### config.mk
export PLATFORM = sky130hd
export DESIGN_NAME = pipeline_hazard_unit
export DESIGN_NICKNAME = d
export VERILOG_FILES = /design/src/rtl/pipeline_hazard_unit_pkg.sv /design/src/rtl/pipeline_hazard_unit_sat_counter.sv /design/src/rtl/pipeline_hazard_unit.sv
export SDC_FILE = /design/constraint.sdc
export NUM_CORES = 1
export LEC_CHECK = 0
export CELL_PAD_IN_SITES_DETAIL_PLACEMENT = 1
export CELL_PAD_IN_SITES_GLOBAL_PLACEMENT = 1
export CORE_MARGIN = 1.5
export CORE_UTILIZATION = 38
export CTS_CLUSTER_DIAMETER = 200
export CTS_CLUSTER_SIZE = 24
export DETAILED_ROUTE_END_ITERATION = 7
export PLACE_DENSITY_LB_ADDON = 0.1
export RECOVER_POWER = 100
export SKIP_LAST_GASP = 1
export SLEW_MARGIN = 20
export SYNTH_ARGS = -nofsm -noshare
export SYNTH_HDL_FRONTEND = slang
export SYNTH_SLANG_ARGS = --single-unit
### constraint.sdc
create_clock -name clk -period 3.01 [get_ports clk]
set_input_delay 0.903 -clock clk [delete_from_list [all_inputs] [get_ports clk]]
set_output_delay 0.903 -clock clk [all_outputs]
set_load 0.01 [all_outputs]
### src/rtl/pipeline_hazard_unit_pkg.sv
// Shared types for the pipeline hazard unit: the scoreboard entry layout,
// the EX operand-source encodings and the register-match helper.
package pipeline_hazard_unit_pkg;

    // Register IDs are stored zero-extended to this width, so ID_LENGTH may be at most 8.
    localparam int RID_W = 8;

    typedef logic [1:0] fwd_sel_t;

    localparam fwd_sel_t FWD_RF  = 2'b00;
    localparam fwd_sel_t FWD_MEM = 2'b01;
    localparam fwd_sel_t FWD_WB  = 2'b10;

    typedef struct packed {
        logic             valid;
        logic             wr_en;
        logic [RID_W-1:0] rd;
        logic             is_load;
        logic             sets_flags;
        logic [RID_W-1:0] rs1;
        logic             rs1_used;
        logic [RID_W-1:0] rs2;
        logic             rs2_used;
    } sb_entry_t;

    localparam sb_entry_t SB_EMPTY = '0;

    // A stage only produces a register if it holds a real instruction that writes the RF.
    function automatic logic sb_writes(input sb_entry_t e, input logic [RID_W-1:0] r);
        return e.valid & e.wr_en & (e.rd == r);
    endfunction

endpackage

### src/rtl/pipeline_hazard_unit_sat_counter.sv
// Event counter that sticks at all-ones instead of wrapping.
module sat_counter #(
    parameter int unsigned WIDTH = 16
) (
    input  logic             clk,
    input  logic             rst_n,
    input  logic             inc_i,
    output logic [WIDTH-1:0] count_o
);

    logic [WIDTH-1:0] cnt_q;
    logic [WIDTH-1:0] cnt_d;

    always_comb begin
        cnt_d = cnt_q;
        if (inc_i && (cnt_q != {WIDTH{1'b1}})) begin
            cnt_d = cnt_q + WIDTH'(1);
        end
    end

    always_ff @(posedge clk or negedge rst_n) begin
        if (!rst_n) begin
            cnt_q <= '0;
        end else begin
            cnt_q <= cnt_d;
        end
    end

    assign count_o = cnt_q;

endmodule

### src/rtl/pipeline_hazard_unit.sv
// Hazard controller for the 5-stage 8-bit datapath: tracks EX/MEM/WB in a private
// scoreboard and produces stall, flush and registered EX forwarding controls.
module pipeline_hazard_unit #(
    parameter int unsigned ID_LENGTH    = 3,
    parameter bit          FWD_EN       = 1'b1,
    parameter int unsigned BRANCH_STAGE = 1,
    parameter int unsigned CNT_WIDTH    = 16
) (
    input  logic                 clk,
    input  logic                 rst,
    input  logic                 id_valid,
    input  logic [ID_LENGTH-1:0] id_rs1,
    input  logic [ID_LENGTH-1:0] id_rs2,
    input  logic                 id_rs1_used,
    input  logic                 id_rs2_used,
    input  logic [ID_LENGTH-1:0] id_rd,
    input  logic                 id_wr_en,
    input  logic                 id_is_load,
    input  logic                 id_sets_flags,
    input  logic                 id_uses_flags,
    input  logic                 branch_taken,
    output logic                 pc_ld,
    output logic                 pr1_ld,
    output logic                 pr1_flush,
    output logic                 pr2_flush,
    output logic [1:0]           fwd_sel_a,
    output logic [1:0]           fwd_sel_b,
    output logic [CNT_WIDTH-1:0] stall_count,
    output logic [CNT_WIDTH-1:0] flush_count
);

    import pipeline_hazard_unit_pkg::*;

    sb_entry_t sb_ex_q, sb_mem_q, sb_wb_q;
    sb_entry_t sb_ex_d;
    fwd_sel_t  fwd_a_q, fwd_b_q;
    fwd_sel_t  fwd_a_d, fwd_b_d;

    logic [RID_W-1:0] rs1_x, rs2_x, rd_x;
    logic             use1, use2;
    logic             ex_hit1, ex_hit2, mem_hit1, mem_hit2, wb_hit1, wb_hit2;
    logic             load_use, raw_nofwd, flag_haz, hazard;
    logic             stall, kill_id, branch_eff;

    assign rs1_x = RID_W'(id_rs1);
    assign rs2_x = RID_W'(id_rs2);
    assign rd_x  = RID_W'(id_rd);

    assign use1 = id_valid & id_rs1_used;
    assign use2 = id_valid & id_rs2_used;

    assign ex_hit1  = use1 & sb_writes(sb_ex_q,  rs1_x);
    assign ex_hit2  = use2 & sb_writes(sb_ex_q,  rs2_x);
    assign mem_hit1 = use1 & sb_writes(sb_mem_q, rs1_x);
    assign mem_hit2 = use2 & sb_writes(sb_mem_q, rs2_x);
    assign wb_hit1  = use1 & sb_writes(sb_wb_q,  rs1_x);
    assign wb_hit2  = use2 & sb_writes(sb_wb_q,  rs2_x);

    // Without forwarding, WB still blocks: the RF only takes the value at the clock edge.
    always_comb begin
        load_use  = 1'b0;
        raw_nofwd = 1'b0;
        if (FWD_EN) begin
            load_use = sb_ex_q.is_load & (ex_hit1 | ex_hit2);
        end else begin
            raw_nofwd = ex_hit1 | ex_hit2 | mem_hit1 | mem_hit2 | wb_hit1 | wb_hit2;
        end
        flag_haz = id_valid & id_uses_flags & sb_ex_q.valid & sb_ex_q.sets_flags;
        hazard   = load_use | raw_nofwd | flag_haz;
    end

    // A branch resolved in EX kills whatever sits in ID, so that instruction must not stall.
    always_comb begin
        if (BRANCH_STAGE == 2) begin
            kill_id    = branch_taken;
            stall      = hazard & ~branch_taken;
            branch_eff = branch_taken;
            pr2_flush  = stall | branch_taken;
        end else begin
            kill_id    = 1'b0;
            stall      = hazard;
            branch_eff = branch_taken & ~hazard;
            pr2_flush  = stall;
        end
        pr1_flush = branch_eff;
        pc_ld     = ~stall;
        pr1_ld    = ~stall;
    end

    always_comb begin
        sb_ex_d = SB_EMPTY;
        if (id_valid & ~stall & ~kill_id) begin
            sb_ex_d.valid      = 1'b1;
            sb_ex_d.wr_en      = id_wr_en;
            sb_ex_d.rd         = rd_x;
            sb_ex_d.is_load    = id_is_load;
            sb_ex_d.sets_flags = id_sets_flags;
            sb_ex_d.rs1        = rs1_x;
            sb_ex_d.rs1_used   = id_rs1_used;
            sb_ex_d.rs2        = rs2_x;
            sb_ex_d.rs2_used   = id_rs2_used;
        end
    end

    // Current EX becomes MEM next cycle and current MEM becomes WB; the younger one wins.
    always_comb begin
        fwd_a_d = FWD_RF;
        fwd_b_d = FWD_RF;
        if (FWD_EN && sb_ex_d.valid) begin
            if (ex_hit1) begin
                fwd_a_d = FWD_MEM;
            end else if (mem_hit1) begin
                fwd_a_d = FWD_WB;
            end
            if (ex_hit2) begin
                fwd_b_d = FWD_MEM;
            end else if (mem_hit2) begin
                fwd_b_d = FWD_WB;
            end
        end
    end

    always_ff @(posedge clk or negedge rst) begin
        if (!rst) begin
            sb_ex_q  <= SB_EMPTY;
            sb_mem_q <= SB_EMPTY;
            sb_wb_q  <= SB_EMPTY;
            fwd_a_q  <= FWD_RF;
            fwd_b_q  <= FWD_RF;
        end else begin
            sb_wb_q  <= sb_mem_q;
            sb_mem_q <= sb_ex_q;
            sb_ex_q  <= sb_ex_d;
            fwd_a_q  <= fwd_a_d;
            fwd_b_q  <= fwd_b_d;
        end
    end

    assign fwd_sel_a = fwd_a_q;
    assign fwd_sel_b = fwd_b_q;

    sat_counter #(
        .WIDTH (CNT_WIDTH)
    ) u_stall_cnt (
        .clk     (clk),
        .rst_n   (rst),
        .inc_i   (stall),
        .count_o (stall_count)
    );

    sat_counter #(
        .WIDTH (CNT_WIDTH)
    ) u_flush_cnt (
        .clk     (clk),
        .rst_n   (rst),
        .inc_i   (pr1_flush),
        .count_o (flush_count)
    );

    // Source fields and the older stages' load/flag bits are kept for observability only.
    logic unused_sb;
    assign unused_sb = ^{sb_ex_q, sb_mem_q, sb_wb_q};

endmodule

==> metrics.log, run 1 <==
[metrics] count of input and output buffers: 58
[metrics] hold buffer count at CTS: 0
[metrics] total leakage power: 1.469 nW
[metrics] async set or reset register ratio after synthesis: 100.0%
[metrics] Max Freq: between 300 and 400 MHz
[metrics] most common cell after layout, fill and taps aside: dfrtp_1
[metrics] slowest CP cell: nor4_4
[metrics] element type at the critical path end: output port
[metrics] area share of the largest cell type after synthesis: between 50% and 60%
[metrics] Routed Wire Length: ~6000 um
[metrics] most used flip-flop cell after synthesis: dfrtp_1
[metrics] Die X-Extent: around 81 um
[metrics] maximum number of pins on one net before global-route repair: 30
[metrics] Die ar.: about 0.0066 sq mm
[metrics] violations in the final reports: capacitance limit, slew limit
[metrics] Crit path required time: roughly 2.1 ns
[metrics] synthesized area per cell: between 10 and 15 sq um
[metrics] number of iterations in the first detailed-routing pass: 4
[metrics] post-synth cell types: 41
[metrics] clock latency on the worst-skew pair: around 0.30 ns
[metrics] summed instance area of the synthesized netlist: 0.002316 sq mm
[metrics] total clock buffers created by CTS: 5
[metrics] Setup Skew: approximately 0.006 ns
[metrics] io pins: between 50 and 60
[metrics] first-pass GRT wire length: 9411 um
[metrics] synthesized netlist cell count: approximately 210
[metrics] post-route cell area: 0.003264 sq mm
[metrics] Clock H-tree levels: 2
[metrics] chip height: 81.07 um
[metrics] Slew Limit Headroom: -3.304%
[metrics] number of diodes added for antenna fixing: 0
[metrics] Root Driver: clkbuf_8
[metrics] start-to-end type of the worst setup path: primary input to output port
[metrics] Setup crit start kind: primary input
[metrics] area of the placeable core: slightly below 0.006 sq mm
[metrics] Post-Route Setup TNS: 0 ns
[metrics] initial detailed-routing violation count: 40
[metrics] number of synthesized flops with an enable pin: 0
[metrics] number of max-cap violations: 1
[metrics] average wire per standard cell: 16.12 um
[metrics] Sinks on Clock Net: 48
[metrics] final critical delay including setup and external delays: 2.960 ns
[metrics] period utilization: a little over nine tenths
[metrics] post-route DRC violation count: 0
[metrics] nets: 310
[metrics] initial standard-cell utilization of the core: about two fifths
[metrics] share of post-route cells with drive strength above 1: about a fifth
[metrics] worst ir drop on vdd: roughly 0.00027 V
[metrics] number of warnings printed during yosys synthesis: 0
[metrics] area growth from synthesis to layout: 40.95%
[metrics] gp weighted congestion: between 0.8 and 0.9
[metrics] outcome: finished with violations
[metrics] top library cells by usage in the layout, fill and taps aside: dfrtp_1 (48), clkdlybuf4s50_1 (43), buf_4 (19)
[metrics] worst min-delay path category: primary input to async pin
[metrics] clock edge transition at the registers on the reported setup and hold paths: about 0.080 ns
[metrics] Seq cells post-synth: 48
[metrics] CTS tree: built
[metrics] power density relative to cell area: around 480 mW/mm^2
[metrics] via count of the first global-routing pass: 1906
[metrics] Max FO, Critical Path: 4
[metrics] net count of the mapped netlist: 227
[metrics] number of buffers on the longest clock path: 2
[metrics] Area after DPL: about 0.0031 sq mm
[metrics] data arrival time of the critical path: between 2 and 2.5 ns
[metrics] antenna violations before repair: 0
[metrics] number of routed nets with antenna violations: 0
[metrics] largest cells by area after synthesis: dfrtp_1 (52%), xor2_1 (8.3%), xnor2_1 (5.7%), nand3_1 (3.7%), nand4_1 (3.5%)
[metrics] global-route total usage across every layer: a little under a fifth
[metrics] sequential area share after synthesis: between 50% and 60%
[metrics] cells along the critical path: buf_2, xor2_2, nor4_4, o21ai_2, and3_1, clkdlybuf4s15_2
[metrics] standard-cell rows: 28
[metrics] total overflow reported by the global router: 0
[metrics] hold violation total from the final report: 0
[metrics] post-synth top area cell: dfrtp_1
[metrics] HPWL reported at the end of detailed placement: around 4300 um
[metrics] max-slew violation total from the final report: 30
[metrics] count of vias placed by the detailed router: 1839
[metrics] delay of the slowest cell on the worst path: around 0.33 ns
[metrics] unrepaired setup endpoints after global routing: no
[metrics] count of final setup violators: 0
[metrics] via density per instance: a little over 5
[metrics] Slew @ Worst Pin: ~1.5 ns
-- final timing paths --
check	end	depth (start not counted)	slack [ns]	start
worst max-delay path	pr1_flush	6	0.05	id_rs2[0]
worst min-delay path	u_flush_cnt.count_o[3]	1	0.41	rst
worst max register to register	u_stall_cnt.count_o[14]	9	0.77	sb_ex_q[21]
worst min register to register	sb_mem_q[28]	0	0.46	sb_ex_q[28]
max in group asynchronous	u_stall_cnt.count_o[15]	2	0.90	rst
min in group clk	sb_mem_q[28]	0	0.46	sb_ex_q[28]
-- worst max-delay path, delay by kind of cell --
family                    cells  cell delay (ns)
and+or+nand+nor               2             0.54
AOI/OAI and AO/OA             1             0.11
xor gates and xnor gates      1             0.15
buffers and inverters         2             0.35
-- cells by family (layout without fill, tap and decap cells) --
logic type	count (synthesis)	after routing	share of synthesized area [%]
buffers and inverters	8	92	1.729
adders and majority gates	2	2	1.080
DFF	48	48	51.86
xor gates and xnor gates	38	38	14.69
AOI/OAI and AO/OA	10	10	3.295
muxes	4	4	1.945
and+or+nand+nor	96	96	25.39
-- synthesized netlist by cell type, types with 3 or more instances --
library cell,count
nor2_1,10
inv_1,3
xor2_1,22
nand4_1,13
and3_1,10
and4_2,3
nand3_1,17
nor4_1,3
nand2_1,13
dfrtp_1,48
xnor2_1,15
and2_1,8
nor3_1,6
-- state kept, by name, summed over array words and instances (netlist names) --
| name | flops |
|---|---|
| fwd_sel_a | 2 |
| u_flush_cnt.count_o | 16 |
| fwd_sel_b | 2 |
| sb_mem_q | 5 |
| u_stall_cnt.count_o | 16 |
| sb_ex_q | 7 |
-- area by class of cell --
cell class | instances | area (sq um)
fill | 652 | 2621
tap | 75 | 93.84
clock buffer | 6 | 72.57
sequential | 48 | 1201
multi-input combinational | 150 | 1134
inverter | 4 | 20.02
timing repair buffer | 80 | 708.2
clock inverter | 2 | 35.03
-- metrics by stage --
step                      total power [mW]  cells  utilization, %  hold slack [ns]  worst slack (ns)
after floorplan                     0.9213    206               -           0.3747           0.08842
after global placement               1.108    352           52.55           0.4012           -0.7142
after detailed placement             1.119    352           52.55           0.4197           -0.7606
after CTS                            1.583    362           55.14           0.3808           0.01342
after global routing                 1.650    365           55.46           0.4107          0.006498
final                                1.562    365           55.46           0.4139           0.05006
-- where the power goes --
group | total [mW] | switching [mW] | internal, mW | leakage, nW
Combinational | 0.323 | 0.142 | 0.180 | 0.777
Sequential | 0.781 | 0.0758 | 0.705 | 0.637
Clock | 0.459 | 0.212 | 0.247 | 0.0552
-- routing by layer --
metal	wire length (um)	vias to the layer above	part of all wire, %	global-route usage [%]
met5	0	-	0	0
met1	2547	917	43	24.27
met3	203	2	3.4	3.708
met2	3105	36	53	33.08
met4	28	0	0.48	5.172
li1	-	884	-	-
-- repair_timing --
item	4_1_cts	5_1_grt
pin swaps	4	6
setup buffers	2	3
setup endpoints to repair	4	4
gates cloned	0	0
resized for setup	48	9
Note: power is estimated with default switching activity, not from simulation.
==> run 2: changes to the inputs <==
--- a/config.mk
+++ b/config.mk
@@ -7,7 +7,7 @@
 export LEC_CHECK = 0
 export CELL_PAD_IN_SITES_DETAIL_PLACEMENT = 1
 export CELL_PAD_IN_SITES_GLOBAL_PLACEMENT = 1
-export CORE_MARGIN = 1.5
+export CORE_MARGIN = 3
 export CORE_UTILIZATION = 38
 export CTS_CLUSTER_DIAMETER = 200
 export CTS_CLUSTER_SIZE = 24
==> metrics.log, run 2 (synthesis results as in run 1) <==
[metrics] standard-cell rows: 27
[metrics] Die X-Extent: 84.07 um
[metrics] via density per instance: between 5 and 6
[metrics] slowest CP cell: nor4_4
[metrics] number of buffers on the longest clock path: 2
[metrics] most common cell after layout, fill and taps aside: dfrtp_1
[metrics] clock edge transition at the registers on the reported setup and hold paths: approximately 0.08 ns
[metrics] CTS tree: built
[metrics] combined flip-flop and latch cell area: around 0.0012 sq mm
[metrics] power density relative to cell area: 486.2 mW/mm^2
[metrics] Slew @ Worst Pin: between 1 and 1.5 ns
[metrics] area of the placeable core: between 0.005 and 0.006 sq mm
[metrics] delay of the slowest cell on the worst path: approximately 0.38 ns
[metrics] number of filler instances in the final layout: about 650
[metrics] nets: approximately 310
[metrics] cells along the critical path: buf_4, nand4_1, nor4_4, o21ai_2, and3_1, buf_2
[metrics] initial standard-cell utilization of the core: between 40% and 50%
[metrics] count of final setup violators: 0
[metrics] Post-Route Hold Slack: 0.4213 ns
[metrics] cell count of the worst reg-to-reg path: 8
[metrics] average wire per standard cell: between 15 and 20 um
[metrics] outcome: finished clean
[metrics] Crit path required time: around 2.1 ns
[metrics] number of routed nets with antenna violations: 0
[metrics] Setup Skew: 0.007953 ns
[metrics] slack of the worst reg-to-reg path: about 0.63 ns
[metrics] via count of the first global-routing pass: roughly 2000
[metrics] final critical delay including setup and external delays: between 2 and 3 ns
[metrics] period utilization: 96.62%
[metrics] Routed Wire Length: roughly 5800 um
[metrics] worst-case hold path end point: sb_mem_q[28]
[metrics] worst min-delay path category: flip-flop to flip-flop
[metrics] Max FO, Critical Path: 4
[metrics] Die ar.: 0.007068 sq mm
[metrics] clock latency on the worst-skew pair: 0.30 ns
[metrics] antenna violations before repair: 0
[metrics] worst hold path cell count: 0
[metrics] terminus of the critical flop-to-flop path: u_stall_cnt.count_o[14]
[metrics] number of max-cap violations: 0
[metrics] count of vias placed by the detailed router: between 1500 and 2000
[metrics] Root Driver: clkbuf_8
[metrics] Setup crit start kind: primary input
[metrics] top library cells by usage in the layout, fill and taps aside: dfrtp_1 (48), dlygate4sd3_1 (37), nand3_1 (17)
[metrics] chip height: 84.07 um
[metrics] FF-to-FF Start: sb_ex_q[29]
[metrics] gp weighted congestion: about 0.8
[metrics] count of input and output buffers: 58
[metrics] total overflow reported by the global router: 0
[metrics] share of post-route cells with drive strength above 1: a little under a fifth
[metrics] start-to-end type of the worst setup path: primary input to output port
[metrics] max-slew violation total from the final report: 0
[metrics] io pins: slightly below 60
[metrics] hold violation total from the final report: 0
[metrics] Slew Limit Headroom: 10.63%
[metrics] area growth from synthesis to layout: 37.01%
[metrics] multi-input combinational cell area: roughly 0.0011 sq mm
[metrics] worst ir drop on vdd: 0.0002909 V
[metrics] total clock buffers created by CTS: 5
[metrics] HPWL reported at the end of detailed placement: ~4500 um
[metrics] first-pass GRT wire length: roughly 10000 um
[metrics] Sinks on Clock Net: 48
[metrics] number of iterations in the first detailed-routing pass: 4
[metrics] maximum number of pins on one net before global-route repair: 26
[metrics] Clock H-tree levels: 2
[metrics] data arrival time of the critical path: roughly 2 ns
[metrics] unrepaired setup endpoints after global routing: no
[metrics] startpoint of the most critical hold path: sb_ex_q[28]
[metrics] number of diodes added for antenna fixing: 0
[metrics] initial detailed-routing violation count: between 60 and 70
[metrics] post-route DRC violation count: 0
[metrics] global-route total usage across every layer: between 10% and 20%
[metrics] share of the core filled with cells in the final layout: ~56%
[metrics] element type at the critical path end: output port
[metrics] Max Freq: between 300 and 400 MHz
[metrics] total leakage power: roughly 1.5 nW
[run 2: worst max path at each step]
stage | startpoint | to | slack (ns) | cells past startpoint
final | id_valid | pr1_flush | 0.10 | 6
after global routing | id_rs1[1] | pr1_ld | 0.01 | 6
after CTS | id_rs2[0] | pr1_ld | 0.005 | 6
after detailed placement | id_valid | pr2_flush | -0.86 | 7
after global placement | id_valid | pr2_flush | -0.75 | 7
after floorplan | id_valid | pr1_ld | 0.09 | 6
[run 2: area by class of cell]
cell class              instances  area share (%)
clock inverters                 2           1.104
well taps                      72           2.839
repair buffers                 78           20.58
flip-flops and latches         48           37.85
clock buffers                   6           2.287
multi-input cells             150           34.70
inverters                       4          0.6309
[run 2: power breakdown]
part / internal (mW) / switching (mW) / leakage, nW / total (mW)
clock: 0.247 / 0.212 / 0.0552 / 0.459
combinational: 0.159 / 0.143 / 0.823 / 0.301
sequential: 0.705 / 0.0778 / 0.637 / 0.783
total: 1.11 / 0.433 / 1.52 / 1.54
[run 2: routing by layer]
| metal | track usage (%) | up-vias | wire [um] |
|---|---|---|---|
| met5 | 0 | - | 0 |
| met4 | 5.702 | 0 | 88 |
| met3 | 3.554 | 9 | 271 |
| met2 | 27.69 | 51 | 2816 |
| met1 | 23.76 | 944 | 2576 |
| li1 | - | 886 | - |
[run 2: worst max-delay path, delay by kind of cell]
family                 cells  cell delay (ns)
AND/OR/NAND/NOR            3             0.75
buffers and inverters      2             0.24
AO/OA/AOI/OAI              1             0.11
[run 2: per-stage QoR]
stage | cells | cell area [sq um] | TNS (ns) | setup slack [ns] | total power [mW]
4_1_cts | 360 | 3256 | 0 | 0.005053 | 1.587
5_1_grt | 360 | 3173 | 0 | 0.01249 | 1.635
3_3_place_gp | 349 | 3089 | -2.947 | -0.7484 | 1.113
2_1_floorplan | 206 | 2316 | 0 | 0.08842 | 0.9213
6_report | 360 | 3173 | 0 | 0.1019 | 1.543
3_5_place_dp | 349 | 3089 | -4.058 | -0.8580 | 1.125
[run 2: timing repair]
action,4_1_cts,5_1_grt
buffers inserted,3,0
endpoints found under the setup margin,4,4
gates resized for setup,40,15
pin swaps,5,6
gates cloned,0,0
endpoints found under the hold margin,0,0
hold buffers,0,0
==> run 3: changes to the inputs <==
--- a/config.mk
+++ b/config.mk
@@ -12,6 +12,7 @@
 export CTS_CLUSTER_DIAMETER = 200
 export CTS_CLUSTER_SIZE = 24
 export DETAILED_ROUTE_END_ITERATION = 7
+export GPL_TIMING_DRIVEN = 0
 export PLACE_DENSITY_LB_ADDON = 0.1
 export RECOVER_POWER = 100
 export SKIP_LAST_GASP = 1
==> metrics.log, run 3 (synthesis results as in run 1) <==
[metrics] outcome: finished with violations
[metrics] violations in the final reports: setup timing
[metrics] share of post-route cells with drive strength above 1: between 20% and 30%
[metrics] total clock buffers created by CTS: 5
[metrics] share of the core filled with cells in the final layout: around 57%
[metrics] number of routed nets with antenna violations: 0
[metrics] initial detailed-routing violation count: approximately 70
[metrics] count of input and output buffers: between 50 and 60
[metrics] HPWL reported at the end of detailed placement: around 4200 um
[metrics] data arrival time of the critical path: around 2.2 ns
[metrics] initial standard-cell utilization of the core: approximately 41%
[metrics] number of diodes added for antenna fixing: 0
[metrics] io pins: between 50 and 60
[metrics] Die X-Extent: about 84 um
[metrics] number of filler instances in the final layout: 614
[metrics] count of final setup violators: 2
[metrics] Area after DPL: approximately 0.003 sq mm
[metrics] total overflow reported by the global router: 0
[metrics] count of vias placed by the detailed router: between 1500 and 2000
[metrics] combined flip-flop and latch cell area: between 0.001 and 0.0015 sq mm
[metrics] standard-cell rows: 27
[metrics] element type at the critical path end: output port
[metrics] chip height: between 80 and 90 um
[metrics] area growth from synthesis to layout: 41.28%
[metrics] Sinks on Clock Net: 48
[metrics] start-to-end type of the worst setup path: primary input to output port
[metrics] power density relative to cell area: about 470 mW/mm^2
[metrics] global-route total usage across every layer: 19.16%
[metrics] final setup margin: -0.04587 ns
[metrics] number of iterations in the first detailed-routing pass: 4
[metrics] multi-input combinational cell area: 0.001162 sq mm
[metrics] slack of the worst reg-to-reg path: 0.70 ns
[metrics] nets: 305
[metrics] post-route cell area: 0.003272 sq mm
[metrics] period utilization: 101.5%
[metrics] number of max-cap violations: 0
[metrics] Setup Skew: between 0.008 and 0.009 ns
[metrics] first-pass GRT wire length: 10600 um
[metrics] final critical delay including setup and external delays: around 3.1 ns
[metrics] via density per instance: between 5 and 6
[metrics] worst ir drop on vdd: slightly above 0.0003 V
[metrics] Routed Wire Length: about 6300 um
[metrics] Die ar.: just over 0.007 sq mm
[metrics] gp weighted congestion: between 0.7 and 0.8
[metrics] maximum number of pins on one net before global-route repair: 33
[metrics] clock edge transition at the registers on the reported setup and hold paths: around 0.080 ns
[metrics] Max Freq: ~330 MHz
[metrics] number of buffers on the longest clock path: 2
[metrics] Clock H-tree levels: 2
[metrics] hold violation total from the final report: 0
[metrics] max-slew violation total from the final report: 0
[metrics] Crit path required time: between 2 and 2.5 ns
[metrics] Slew Limit Headroom: 39.11%
[metrics] antenna violations before repair: 0
[metrics] CTS tree: built
[metrics] most common cell after layout, fill and taps aside: dfrtp_1
[metrics] top library cells by usage in the layout, fill and taps aside: dfrtp_1 (48), clkdlybuf4s50_1 (43), nand3_1 (17)
[metrics] Root Driver: clkbuf_8
[metrics] via count of the first global-routing pass: approximately 2100
[metrics] Max FO, Critical Path: 4
[metrics] Post-Route Setup TNS: -0.05108 ns
[metrics] area of the placeable core: 0.005709 sq mm
[metrics] unrepaired setup endpoints after global routing: yes
[metrics] worst min-delay path category: flip-flop to flip-flop
[metrics] clock latency on the worst-skew pair: 0.31 ns
[metrics] worst slack at placement: -1.247 ns
[metrics] Slew @ Worst Pin: roughly 0.9 ns
[metrics] Setup crit start kind: primary input
[metrics] average wire per standard cell: about 18 um
[metrics] post-route DRC violation count: 0
[metrics] total leakage power: around 1.5 nW
==> run 3: cell count changes in the layout (fill, tap and decap cells not counted), sizes merged, moves of 2 or more <==
cell,change
dlygate4sd3,-37
clkdlybuf4s50,+36
buf,+9
clkbuf,-9
clkdlybuf4s15,-2
==> run 3: through the flow <==
stage / total power [mW] / cells / hold WS (ns)
floorplan: 0.9213 / 206 / 0.3747
global placement: 1.099 / 335 / 0.3895
detailed placement: 1.119 / 336 / 0.4028
CTS: 1.542 / 352 / 0.4239
global route: 1.611 / 357 / 0.4267
finish: 1.527 / 357 / 0.4241
==> run 3: critical path, stage by stage <==
cell             delay, ns
clkdlybuf4s50_1       0.48
nand4_1               0.19
and2_4                0.24
buf_8                 0.12
buf_6                 0.10
buf_6                 0.11
==> run 3: routing by layer <==
| layer | routed length (um) | global-route usage [%] |
|---|---|---|
| met5 | 0 | 0 |
| met4 | 169 | 6.871 |
| met3 | 284 | 6.022 |
| met2 | 3207 | 31.42 |
| met1 | 2644 | 23.64 |
==> run 3: what timing repair did <==
action	in CTS	in global routing
pin swaps	6	6
hold buffers	0	0
buffers inserted	8	5
endpoints found under the setup margin	4	4
gates resized for setup	74	11
==> run 3: where the power goes <==
group          switching (mW)  leakage [nW]  internal, mW
registers              0.0804         0.637         0.705
clock network           0.223        0.0510         0.184
logic                   0.151         0.771         0.185
total                   0.454          1.46          1.07
==> run 3: final cells by class <==
class                   instances  share of cell area (%)
inverters                       4                  0.6883
flip-flops and latches         48                   36.71
multi-input cells             150                   35.53
clock buffers                   6                   2.524
clock inverters                 2                  0.3059
well taps                      72                   2.753
plain buffers                   4                   1.033
repair buffers                 71                   20.46
==> run 3: worst paths after layout <==
check | from | cells past startpoint | end
worst min register to register | sb_ex_q[28] | 0 | sb_mem_q[28]
worst max-delay path | id_uses_flags | 6 | pr1_ld
min in group asynchronous | rst | 1 | u_stall_cnt.count_o[7]
max in group asynchronous | rst | 2 | u_flush_cnt.count_o[9]
worst min-delay path | sb_ex_q[28] | 0 | sb_mem_q[28]
worst max register to register | sb_ex_q[20] | 9 | u_stall_cnt.count_o[14]
